**config.mk**
```make
export PLATFORM = sky130hd
export DESIGN_NAME = byte_swap_arbiter_flat
export DESIGN_NICKNAME = d
export VERILOG_FILES = /design/src/rtl/byte_swap_arbiter_if.sv /design/src/rtl/byte_swap_arbiter.sv /design/src/flat_wrapper.sv
export SDC_FILE = /design/constraint.sdc
export NUM_CORES = 1
export LEC_CHECK = 0
export ABC_AREA = 1
export BUFFER_PORTS_ARGS = -buffer_cell sky130_fd_sc_hd__buf_2
export CAP_MARGIN = 20
export CORE_ASPECT_RATIO = 0.9
export CORE_MARGIN = 2
export CORE_UTILIZATION = 44
export CTS_BUF_LIST = sky130_fd_sc_hd__clkbuf_8 sky130_fd_sc_hd__clkbuf_16
export DETAILED_ROUTE_END_ITERATION = 6
export HOLD_SLACK_MARGIN = 0.03
export PLACE_DENSITY_LB_ADDON = 0.15
export SYNTH_ARGS = -nofsm -noshare
export SYNTH_HDL_FRONTEND = slang
export SYNTH_SLANG_ARGS = --single-unit
```
**constraint.sdc**
```tcl
create_clock -name clock -period 1.65 [get_ports clock]
set_input_delay 0.165 -clock clock [delete_from_list [all_inputs] [get_ports clock]]
set_output_delay 0.165 -clock clock [all_outputs]
set_load 0.005 [all_outputs]
```
**src/rtl/byte_swap_arbiter_if.sv**
```systemverilog
// Stream bundle for byte_swap_arbiter: two requester ports in, one tagged output stream.
// master drives the requesters and out_ready; slave is the arbiter side.
interface byte_swap_arbiter_if #(
  parameter int BYTES = 4
);
  localparam int W = 8 * BYTES;

  logic         req0_valid;
  logic         req0_ready;
  logic [W-1:0] req0_data;
  logic         req0_swap;
  logic         req0_last;

  logic         req1_valid;
  logic         req1_ready;
  logic [W-1:0] req1_data;
  logic         req1_swap;
  logic         req1_last;

  logic         out_valid;
  logic         out_ready;
  logic [W-1:0] out_data;
  logic         out_src;

  modport master (
    output req0_valid, req0_data, req0_swap, req0_last,
    input  req0_ready,
    output req1_valid, req1_data, req1_swap, req1_last,
    input  req1_ready,
    input  out_valid, out_data, out_src,
    output out_ready
  );

  modport slave (
    input  req0_valid, req0_data, req0_swap, req0_last,
    output req0_ready,
    input  req1_valid, req1_data, req1_swap, req1_last,
    output req1_ready,
    output out_valid, out_data, out_src,
    input  out_ready
  );
endinterface

```
**src/rtl/byte_swap_arbiter.sv**
```systemverilog
// Two-requester burst-level round-robin arbiter feeding one registered,
// optionally byte-reversing datapath with a 1-entry output stage.
//
// state | meaning
// IDLE  | no burst in progress; grant by validity, rr breaks ties
// LOCK0 | requester 0 owns the datapath until its last beat is accepted
// LOCK1 | requester 1 owns the datapath until its last beat is accepted
module byte_swap_arbiter #(
  parameter int BYTES = 4
) (
  input logic                 clock,
  input logic                 resetn,
  byte_swap_arbiter_if.slave  bus
);
  localparam int W = 8 * BYTES;

  typedef enum logic [1:0] {
    IDLE  = 2'd0,
    LOCK0 = 2'd1,
    LOCK1 = 2'd2
  } state_e;

  state_e       state_q, state_d;
  logic         rr_q, rr_d;
  logic         out_valid_q, out_valid_d;
  logic [W-1:0] out_data_q, out_data_d;
  logic         out_src_q, out_src_d;

  logic         load;
  logic         grant_valid;
  logic         grant;
  logic         ready0, ready1;
  logic         xfer;
  logic [W-1:0] sel_data;
  logic         sel_swap;
  logic         sel_last;
  logic [W-1:0] swapped;

  // Output register accepts a new beat when empty or draining this cycle.
  assign load = !out_valid_q | bus.out_ready;

  always_comb begin
    grant_valid = 1'b0;
    grant       = rr_q;
    case (state_q)
      IDLE: begin
        if (bus.req0_valid && bus.req1_valid) begin
          grant_valid = 1'b1;
          grant       = rr_q;
        end else if (bus.req0_valid) begin
          grant_valid = 1'b1;
          grant       = 1'b0;
        end else if (bus.req1_valid) begin
          grant_valid = 1'b1;
          grant       = 1'b1;
        end
      end
      LOCK0: begin
        grant_valid = 1'b1;
        grant       = 1'b0;
      end
      LOCK1: begin
        grant_valid = 1'b1;
        grant       = 1'b1;
      end
      default: begin
        grant_valid = 1'b0;
        grant       = rr_q;
      end
    endcase
  end

  // resetn gates ready so nothing is accepted while the flops are held clear.
  assign ready0 = resetn & load & grant_valid & !grant;
  assign ready1 = resetn & load & grant_valid & grant;

  assign bus.req0_ready = ready0;
  assign bus.req1_ready = ready1;

  assign sel_data = grant ? bus.req1_data : bus.req0_data;
  assign sel_swap = grant ? bus.req1_swap : bus.req0_swap;
  assign sel_last = grant ? bus.req1_last : bus.req0_last;
  assign xfer     = grant ? (bus.req1_valid & ready1) : (bus.req0_valid & ready0);

  always_comb begin
    swapped = '0;
    for (int i = 0; i < BYTES; i++) begin
      swapped[8*i +: 8] = sel_data[8*(BYTES-1-i) +: 8];
    end
  end

  always_comb begin
    state_d     = state_q;
    rr_d        = rr_q;
    out_valid_d = out_valid_q;
    out_data_d  = out_data_q;
    out_src_d   = out_src_q;
    if (xfer) begin
      out_valid_d = 1'b1;
      out_src_d   = grant;
      out_data_d  = sel_swap ? swapped : sel_data;
      if (sel_last) begin
        state_d = IDLE;
        rr_d    = ~grant;
      end else begin
        state_d = grant ? LOCK1 : LOCK0;
      end
    end else if (bus.out_ready) begin
      out_valid_d = 1'b0;
    end
  end

  always_ff @(posedge clock or negedge resetn) begin
    if (!resetn) begin
      state_q     <= IDLE;
      rr_q        <= 1'b0;
      out_valid_q <= 1'b0;
      out_data_q  <= '0;
      out_src_q   <= 1'b0;
    end else begin
      state_q     <= state_d;
      rr_q        <= rr_d;
      out_valid_q <= out_valid_d;
      out_data_q  <= out_data_d;
      out_src_q   <= out_src_d;
    end
  end

  assign bus.out_valid = out_valid_q;
  assign bus.out_data  = out_data_q;
  assign bus.out_src   = out_src_q;

endmodule

```
**src/flat_wrapper.sv**
```systemverilog
// flat-port wrapper written by rule: the top's interface ports become plain ports
module byte_swap_arbiter_flat 
#(
  parameter int BYTES = 4
)
  (clock, resetn, bus_req0_valid, bus_req0_data, bus_req0_swap, bus_req0_last, bus_req0_ready, bus_req1_valid, bus_req1_data, bus_req1_swap, bus_req1_last, bus_req1_ready, bus_out_valid, bus_out_data, bus_out_src, bus_out_ready);
  byte_swap_arbiter_if #(.BYTES(BYTES)) bus_i ();
  input logic clock;
  input logic resetn;
  input wire logic [$bits(bus_i.req0_valid)-1:0] bus_req0_valid;
  input wire logic [$bits(bus_i.req0_data)-1:0] bus_req0_data;
  input wire logic [$bits(bus_i.req0_swap)-1:0] bus_req0_swap;
  input wire logic [$bits(bus_i.req0_last)-1:0] bus_req0_last;
  output wire logic [$bits(bus_i.req0_ready)-1:0] bus_req0_ready;
  input wire logic [$bits(bus_i.req1_valid)-1:0] bus_req1_valid;
  input wire logic [$bits(bus_i.req1_data)-1:0] bus_req1_data;
  input wire logic [$bits(bus_i.req1_swap)-1:0] bus_req1_swap;
  input wire logic [$bits(bus_i.req1_last)-1:0] bus_req1_last;
  output wire logic [$bits(bus_i.req1_ready)-1:0] bus_req1_ready;
  output wire logic [$bits(bus_i.out_valid)-1:0] bus_out_valid;
  output wire logic [$bits(bus_i.out_data)-1:0] bus_out_data;
  output wire logic [$bits(bus_i.out_src)-1:0] bus_out_src;
  input wire logic [$bits(bus_i.out_ready)-1:0] bus_out_ready;
  assign bus_i.req0_valid = bus_req0_valid;
  assign bus_i.req0_data = bus_req0_data;
  assign bus_i.req0_swap = bus_req0_swap;
  assign bus_i.req0_last = bus_req0_last;
  assign bus_req0_ready = bus_i.req0_ready;
  assign bus_i.req1_valid = bus_req1_valid;
  assign bus_i.req1_data = bus_req1_data;
  assign bus_i.req1_swap = bus_req1_swap;
  assign bus_i.req1_last = bus_req1_last;
  assign bus_req1_ready = bus_i.req1_ready;
  assign bus_out_valid = bus_i.out_valid;
  assign bus_out_data = bus_i.out_data;
  assign bus_out_src = bus_i.out_src;
  assign bus_i.out_ready = bus_out_ready;
  byte_swap_arbiter #(.BYTES(BYTES)) u_core (.clock(clock), .resetn(resetn), .bus(bus_i));
endmodule
```
==> impl_metrics.json, run 1 <==
{
  "period_share": 1.15,
  "fill_cells": 509,
  "first_global_vias": 2779,
  "instances_no_fill": 638,
  "antenna_found_initial": 0,
  "setup_viol": 38,
  "cts_max_level": 2,
  "r2r_cells": 13,
  "synth_common_cells": "nand2_1 (213), inv_1 (75), nand3_1 (67)",
  "min_to": "u_core.rr_q",
  "grtUsageTotal": 0.233,
  "drive_gt1_frac": 0.352,
  "synth.top_cell.area_share": 0.352,
  "cp_max_fo": 3,
  "hpwl_mm": 5.22,
  "startpoint_type": "register",
  "rsz0062_at_grt": "true",
  "clkTransAtPathRegs_ns": 0.08,
  "antenna_left": 0,
  "drv_cap": 0,
  "r2r_start": "u_core.state_q[0]",
  "crit_type": "register to output pin",
  "grt_pass1_wl_mm": 12.4,
  "gp_congestion": 0.840,
  "antenna_cells": 0,
  "clk_latency_ns": 0.31,
  "synth_edf_count": 0,
  "rrSetupSlack_ns": -0.22,
  "period_minus_slack_ns": 1.89,
  "ys_seq_elements": 37,
  "drt_iter0_drc": 201,
  "finalInstanceArea_sq_um": 3870,
  "peakVddDrop_mv": 0.882,
  "wl_per_cell_um": 12.9,
  "io_pins": 109,
  "status": "complete, but fails checks",
  "fin_util": 0.677,
  "initial_core_util": 0.460,
  "dp.cells": 611,
  "fin_hold_ws_ns": 0.117,
  "placed_cell_area_sq_um": 3280,
  "hp-class": "primary input to register",
  "r2r_end": "u_core.bus.out_data[25]",
  "cts_buffers": 5,
  "cp-end-kind": "output pin",
  "violations": "setup timing",
  "yosys_warnings": 0,
  "die_x_um": 85.5,
  "avgSynthCellArea_sq_um": 6.05,
  "worst_slack_ns": -0.242,
  "p_leak_nw": 2.40,
  "netlist_instances": 435,
  "synthTopCellsByArea": "dfrtp_1 (35%), nand2_1 (30%), nand3_1 (13%)",
  "arrival_ns": 1.73,
  "multi_input_area_sq_um": 1470,
  "worst_slew_pin_slew_ns": 0.506,
  "syn2layout_area_growth_pct": 47.2,
  "die_y_um": 77.4,
  "async_flop_share": 1.00,
  "power_w": 0.00767,
  "coreArea_sq_um": 5730,
  "p_per_area_nw_per_um2": 1980,
  "register_area_sq_um": 927,
  "rows": 26,
  "drt-total-wl_mm": 8.26,
  "drcViolationCount": 0,
  "grt_start_max_net_pins": 38,
  "yosys.cell_count.top_type": "nand2_1",
  "drt-pass1-iter-count": 4,
  "seq_area_frac_synth": 0.352,
  "synth.distinct_cells": 17,
  "max_freq_ghz": 0.529,
  "vias": 3078,
  "nNetsFinal": 645,
  "synthFlopType": "dfrtp_1",
  "portBuffers": 108,
  "die-area_sq_um": 6620,
  "holdPathStages": 3,
  "drv_slew": 0,
  "cts_root_buf": "clkbuf_8",
  "hold_violations": 0,
  "numClockSinks": 37,
  "cts_buffer_depth": 2,
  "worst_slew_margin_rel": 0.662,
  "finClkSkew_ns": 0.0120,
  "grt_overflow": 0,
  "synth_nets": 511,
  "vias_per_cell": 4.82,
  "cts_tree": "done",
  "min_from": "bus_req0_last",
  "synth_area_leader_cell": "dfrtp_1",
  "worst-endpoint-required_ns": 1.48,
  "syn_area_sq_um": 2630
}
[worst max path at each step]
stage	from	end	slack, ns	cells after the start
final	u_core.state_q[1]	bus_req0_ready	-0.24	8
after global routing	u_core.state_q[0]	u_core.bus.out_data[25]	-0.35	12
after CTS	u_core.state_q[1]	bus_req0_ready	-0.13	8
after detailed placement	u_core.state_q[0]	u_core.bus.out_data[29]	-0.16	12
after global placement	u_core.state_q[0]	u_core.bus.out_data[20]	-0.08	12
after floorplan	u_core.state_q[0]	u_core.bus.out_data[23]	0.02	13
[what timing repair did]
action / in CTS / in global routing
gates cloned: 1 / 6
hold endpoints to repair: 37 / 0
setup buffers: 16 / 3
pin swaps: 9 / 25
gates resized for setup: 36 / 48
endpoints found under the setup margin: 38 / 39
hold buffers: 1 / 0
[cells in the final DEF, fill, tap and decap left out, types with 4 or more instances in the layout]
| cell | n |
|---|---|
| clkbuf_8 | 5 |
| nand3_2 | 8 |
| buf_2 | 108 |
| inv_1 | 71 |
| nand3_1 | 58 |
| buf_6 | 13 |
| nand2_4 | 4 |
| dfrtp_1 | 36 |
| buf_4 | 19 |
| nor2_1 | 4 |
| nand2_1 | 193 |
| nand2_2 | 17 |
[state kept, by name, indices dropped and copies added, names as in the netlist]
register              flops
u_core.state_q            2
u_core.bus.out_data      32
u_core.rr_q               1
u_core.bus.out_src        1
u_core.bus.out_valid      1
[cell families after synthesis]
family | Yosys count | synth area share
and+or+nand+nor | 292 | 0.455
buffers and inverters | 99 | 0.170
DFF | 37 | 0.352
AOI/OAI and AO/OA | 4 | 0.00903
adders and majority gates | 3 | 0.0143
[per-layer routing]
layer,share of wire,vias up,wire length [um],GRT usage
met3,0.074,21,608,0.0532
met1,0.44,1367,3600,0.295
met2,0.47,131,3860,0.391
met4,0.022,0,181,0.0762
li1,-,1559,-,-
met5,0,-,0,0
[cell type report]
class | count | area share
clock inverters | 1 | 0.00129
multi-input cells | 299 | 0.378
repair buffers | 150 | 0.265
well taps | 70 | 0.0226
flip-flops and latches | 37 | 0.239
inverters | 76 | 0.0756
clock buffers | 5 | 0.0178
[where the power goes]
part | switching [W] | internal (W) | leakage [nW]
logic | 0.00295 | 0.00242 | 1.91
registers | 0.000302 | 0.00138 | 0.451
clock network | 0.000334 | 0.000278 | 0.0399
total | 0.00359 | 0.00408 | 2.40
[metrics by stage]
stage	setup slack (ns)	TNS, ns
floorplan	0.0240	0
finish	-0.242	-6.88
global placement	-0.0758	-1.76
CTS	-0.133	-3.64
global route	-0.347	-10.80
detailed placement	-0.157	-4.47
[critical path: stages, from the launching register on]
cell and delay (ns):
dfrtp_2 0.45, ha_4 0.20, nor2_2 0.11, nand2_1 0.09, a21oi_4 0.15, buf_4 0.13, inv_1 0.07, nor2_1 0.11
buf_2 0.12
No activity file was read; power rests on OpenSTA's default activity.
==> run 2, diff against run 1 <==
- SKIP_LAST_GASP: unset -> 1
==> impl_metrics.json, run 2 (same netlist as run 1, synthesis figures left out) <==
{
  "worst-endpoint-required_ns": 1.84,
  "finClkSkew_ns": 0.0108,
  "period_share": 1.15,
  "die-area_sq_um": 6620,
  "numClockSinks": 37,
  "grt_pass1_wl_mm": 12.3,
  "drv_slew": 0,
  "drt_iter0_drc": 167,
  "first_global_vias": 2754,
  "hp-class": "primary input to register",
  "antenna_cells": 0,
  "period_minus_slack_ns": 1.90,
  "drt-total-wl_mm": 8.20,
  "startpoint_type": "register",
  "antenna_found_initial": 0,
  "grtUsageTotal": 0.230,
  "clkTransAtPathRegs_ns": 0.08,
  "antenna_left": 0,
  "r2r_end": "u_core.bus.out_data[10]",
  "grt_overflow": 0,
  "rrSetupSlack_ns": -0.25,
  "holdPathStages": 3,
  "crit_type": "register to register",
  "gp_congestion": 0.840,
  "portBuffers": 108,
  "worst_slew_pin_slew_ns": 0.497,
  "setup_viol": 38,
  "rows": 26,
  "startpoint": "u_core.state_q[0]",
  "cp-end-kind": "register",
  "r2r_start": "u_core.state_q[0]",
  "final_common_cell": "nand2_1",
  "p_per_area_nw_per_um2": 1970,
  "clk_latency_ns": 0.30,
  "worst_slack_ns": -0.247,
  "peakVddDrop_mv": 0.945,
  "r2r_cells": 13,
  "rsz0062_at_grt": "true",
  "syn2layout_area_growth_pct": 46.9,
  "cts_max_level": 2,
  "cp_max_fo": 6,
  "largest_reg_flops": 32,
  "die_x_um": 85.5,
  "status": "complete, but fails checks",
  "layout_common_cells": "nand2_1 (187), buf_2 (108), inv_1 (71)",
  "finalInstanceArea_sq_um": 3860,
  "initial_core_util": 0.460,
  "drv_cap": 0,
  "min_from": "bus_req0_last",
  "placed_cell_area_sq_um": 3280,
  "drt-pass1-iter-count": 5,
  "fin_hold_ws_ns": 0.137,
  "drive_gt1_frac": 0.354,
  "grt_start_max_net_pins": 38,
  "min_to": "u_core.rr_q",
  "max_freq_ghz": 0.527,
  "worst_slew_margin_rel": 0.669,
  "cts_root_buf": "clkbuf_8",
  "hpwl_mm": 5.22,
  "cts_buffer_depth": 2,
  "io_pins": 109,
  "coreArea_sq_um": 5730,
  "vias_per_cell": 4.89,
  "wl_per_cell_um": 12.9,
  "p_leak_nw": 2.39,
  "arrival_ns": 2.08,
  "drcViolationCount": 0,
  "violations": "setup timing",
  "cts_tree": "done",
  "hold_violations": 0,
  "die_y_um": 77.4,
  "cts_buffers": 5,
  "nNetsFinal": 644,
  "vias": 3115
}
==> run 2: final cells by class <==
| class | instances | area (sq um) |
|---|---|---|
| clock inverters | 1 | 5.00 |
| well taps | 70 | 87.6 |
| repair buffers | 149 | 1020 |
| clock buffers | 5 | 68.8 |
| inverters | 76 | 295 |
| fillers | 516 | 1860 |
| flip-flops and latches | 37 | 927 |
| multi-input cells | 299 | 1470 |
==> run 2: per-stage QoR <==
stage                     utilization  cells  TNS (ns)  setup WS (ns)  power, W
after floorplan                     -    435         0         0.0240   0.00433
after global placement          0.573    611     -1.76        -0.0758   0.00548
after detailed placement        0.573    611     -4.47         -0.157   0.00558
after CTS                       0.628    632     -3.68         -0.133   0.00678
after global routing            0.675    637    -10.22         -0.309   0.00829
final                           0.675    637     -7.12         -0.247   0.00763
==> run 2: metal layers <==
layer  track usage  vias to the layer above  wire (um)
li1              -                     1559          -
met1         0.293                     1423       3550
met2         0.388                      117       3790
met3        0.0532                       16        685
met4        0.0714                        0        163
met5             0                        -          0
==> run 2: how the worst max path moves through the flow <==
stage / end / slack (ns) / cells after the start
final: u_core.bus.out_data[10] / -0.25 / 13
after global routing: u_core.rr_q / -0.31 / 13
after CTS: bus_req0_ready / -0.13 / 8
after detailed placement: u_core.bus.out_data[29] / -0.16 / 12
after global placement: u_core.bus.out_data[20] / -0.08 / 12
after floorplan: u_core.bus.out_data[23] / 0.02 / 13
==> run 2: critical path: stages (launching register included) <==
cell,delay [ns]
dfrtp_1,0.42
inv_2,0.09
buf_6,0.13
ha_4,0.15
nor2_4,0.09
nand2_4,0.08
nand2_4,0.08
buf_4,0.14
nand2_1,0.07
nand2_2,0.14
buf_4,0.17
nand2_1,0.05
nand3_1,0.09
nand2_1,0.07
==> run 2: repair_timing <==
action                                 CTS  global route
hold buffers                             1             0
setup endpoints to repair               38            39
resized for setup                       30            53
endpoints found under the hold margin   37             0
cloned                                   1             5
setup buffers                           16             3
pin swaps                                9            23
==> run 2: power breakdown <==
part	total, W	leakage [nW]	switching [W]	internal, W
registers	0.00171	0.451	0.000331	0.00138
logic	0.00531	1.90	0.00291	0.00240
clock network	0.000605	0.0399	0.000327	0.000278
==> run 3, diff against run 2 <==
- CORE_UTILIZATION: 44 -> 46
- clock period: 1.65 -> 2.4 ns (I/O delays scaled with it)
==> impl_metrics.json, run 3 (same netlist as run 1, synthesis figures left out) <==
{
  "status": "finished, final reports clean",
  "grt_start_max_net_pins": 38,
  "r2r_cells": 12,
  "worst_slew_pin_slew_ns": 0.578,
  "grt_pass1_wl_mm": 11.0,
  "startpoint_type": "register",
  "die-area_sq_um": 6340,
  "antenna_found_initial": 0,
  "io_pins": 109,
  "period_minus_slack_ns": 2.19,
  "first_global_vias": 2498,
  "hpwl_mm": 4.89,
  "cts_buffer_depth": 2,
  "drcViolationCount": 0,
  "multi_input_area_sq_um": 1260,
  "arrival_ns": 1.95,
  "gp_congestion": 0.812,
  "worst_slew_margin_rel": 0.614,
  "layout_common_cells": "nand2_1 (213), buf_2 (108), inv_1 (76)",
  "syn2layout_area_growth_pct": 24.0,
  "rsz0062_at_grt": "false",
  "crit_path_top_delay_cell": "dfrtp_1",
  "crit_chain": "inv_1 > ha_1 > inv_1 > nor2_1 > nand2_1 > nand2_2 > nand2_2 > buf_4 > inv_1 > nor2_1 > buf_2",
  "numClockSinks": 37,
  "grt_overflow": 0,
  "setup_viol": 0,
  "tns_ns": 0,
  "register_area_sq_um": 926,
  "largest_reg_flops": 32,
  "antenna_left": 0,
  "drv_slew": 0,
  "peakVddDrop_mv": 0.652,
  "cts_buffers": 5,
  "post-cts-setup-buffer-count": 0,
  "vias": 2841,
  "die_x_um": 83.7,
  "dp.cells": 600,
  "clk_latency_ns": 0.29,
  "hp-class": "primary input to asynchronous set/reset pin",
  "vias_per_cell": 4.68,
  "coreArea_sq_um": 5600,
  "antenna_cells": 0,
  "cts_max_level": 2,
  "crit_type": "register to output pin",
  "cp_max_fo": 19,
  "p_leak_nw": 2.16,
  "initial_core_util": 0.470,
  "nNetsFinal": 613,
  "period_share": 0.911,
  "fill_cells": 565,
  "fin_util": 0.583,
  "p_per_area_nw_per_um2": 1240,
  "worst-endpoint-required_ns": 2.16,
  "die_y_um": 75.8,
  "cp-end-kind": "output pin",
  "cp_num_cells": 11,
  "cts_root_buf": "clkbuf_8",
  "wl_per_cell_um": 11.0,
  "hold_violations": 0,
  "portBuffers": 108,
  "rows": 26,
  "instances_no_fill": 607,
  "clkTransAtPathRegs_ns": 0.08,
  "slowest_delay_ns": 0.38,
  "cts_tree": "done",
  "grtUsageTotal": 0.215,
  "drt-pass1-iter-count": 5,
  "finClkSkew_ns": 0.0136,
  "cp.buffers_inverters": 5,
  "drt-total-wl_mm": 6.66,
  "drt_iter0_drc": 148,
  "final_common_cell": "nand2_1",
  "drv_cap": 0,
  "drive_gt1_frac": 0.240,
  "crit_path_frequent_cell": "inv_1",
  "cp_top_family": "buffers and inverters",
  "max_freq_ghz": 0.458
}
run 3: layer usage:
metal	vias to the layer above	wire length (um)	global-route usage	part of all wire
li1	1488	-	-	-
met1	1254	3190	0.291	0.48
met2	91	3010	0.357	0.45
met3	8	396	0.0401	0.059
met4	0	70	0.0699	0.011
met5	-	0	0	0
run 3: timing repair:
| item | 4_1_cts | 5_1_grt |
|---|---|---|
| hold buffers | 0 | 0 |
| gates resized for setup | 0 | 1 |
| setup endpoints to repair | 0 | 1 |
run 3: final timing paths:
check                                        from                 endpoint  slack, ns
max in group asynchronous                  resetn  u_core.bus.out_data[22]       2.02
max reg2reg                     u_core.state_q[0]  u_core.bus.out_data[24]       0.25
max                             u_core.state_q[0]           bus_req0_ready       0.21
min in group clock                  bus_req0_last              u_core.rr_q       0.21
min reg2reg                u_core.bus.out_data[0]   u_core.bus.out_data[0]       0.48
min                                        resetn  u_core.bus.out_data[26]       0.03
run 3: layout make-up:
class	count	share of cell area
multi-input combinational	299	0.386
sequential	37	0.284
timing repair buffer	118	0.190
inverter	76	0.0874
tap	70	0.0268
clock buffer	6	0.0253
clock inverter	1	0.00115
run 3: worst register-to-register path, stage by stage (launching register included):
cell	delay, ns
dfrtp_1	0.38
inv_1	0.10
ha_1	0.16
inv_1	0.04
nor2_1	0.09
nand2_1	0.06
nand2_2	0.07
nand2_2	0.24
nand3_2	0.16
nand2_1	0.10
inv_2	0.44
nand2_1	0.13
nand2_1	0.10
run 3: through the flow:
step	hold WS (ns)	area, sq um	total power, W	setup WS (ns)
global route	0.0724	3260	0.00452	0.0164
finish	0.0318	3260	0.00406	0.214
CTS	0.0576	3260	0.00407	0.200
detailed placement	0.369	3170	0.00362	0.255
global placement	0.365	3170	0.00355	0.367
floorplan	-0.0556	2630	0.00297	0.774
run 3: power breakdown:
| group | switching, W | internal [W] |
|---|---|---|
| registers | 0.000183 | 0.000947 |
| logic | 0.00156 | 0.000924 |
| clock network | 0.000217 | 0.000224 |
| total | 0.00196 | 0.00209 |
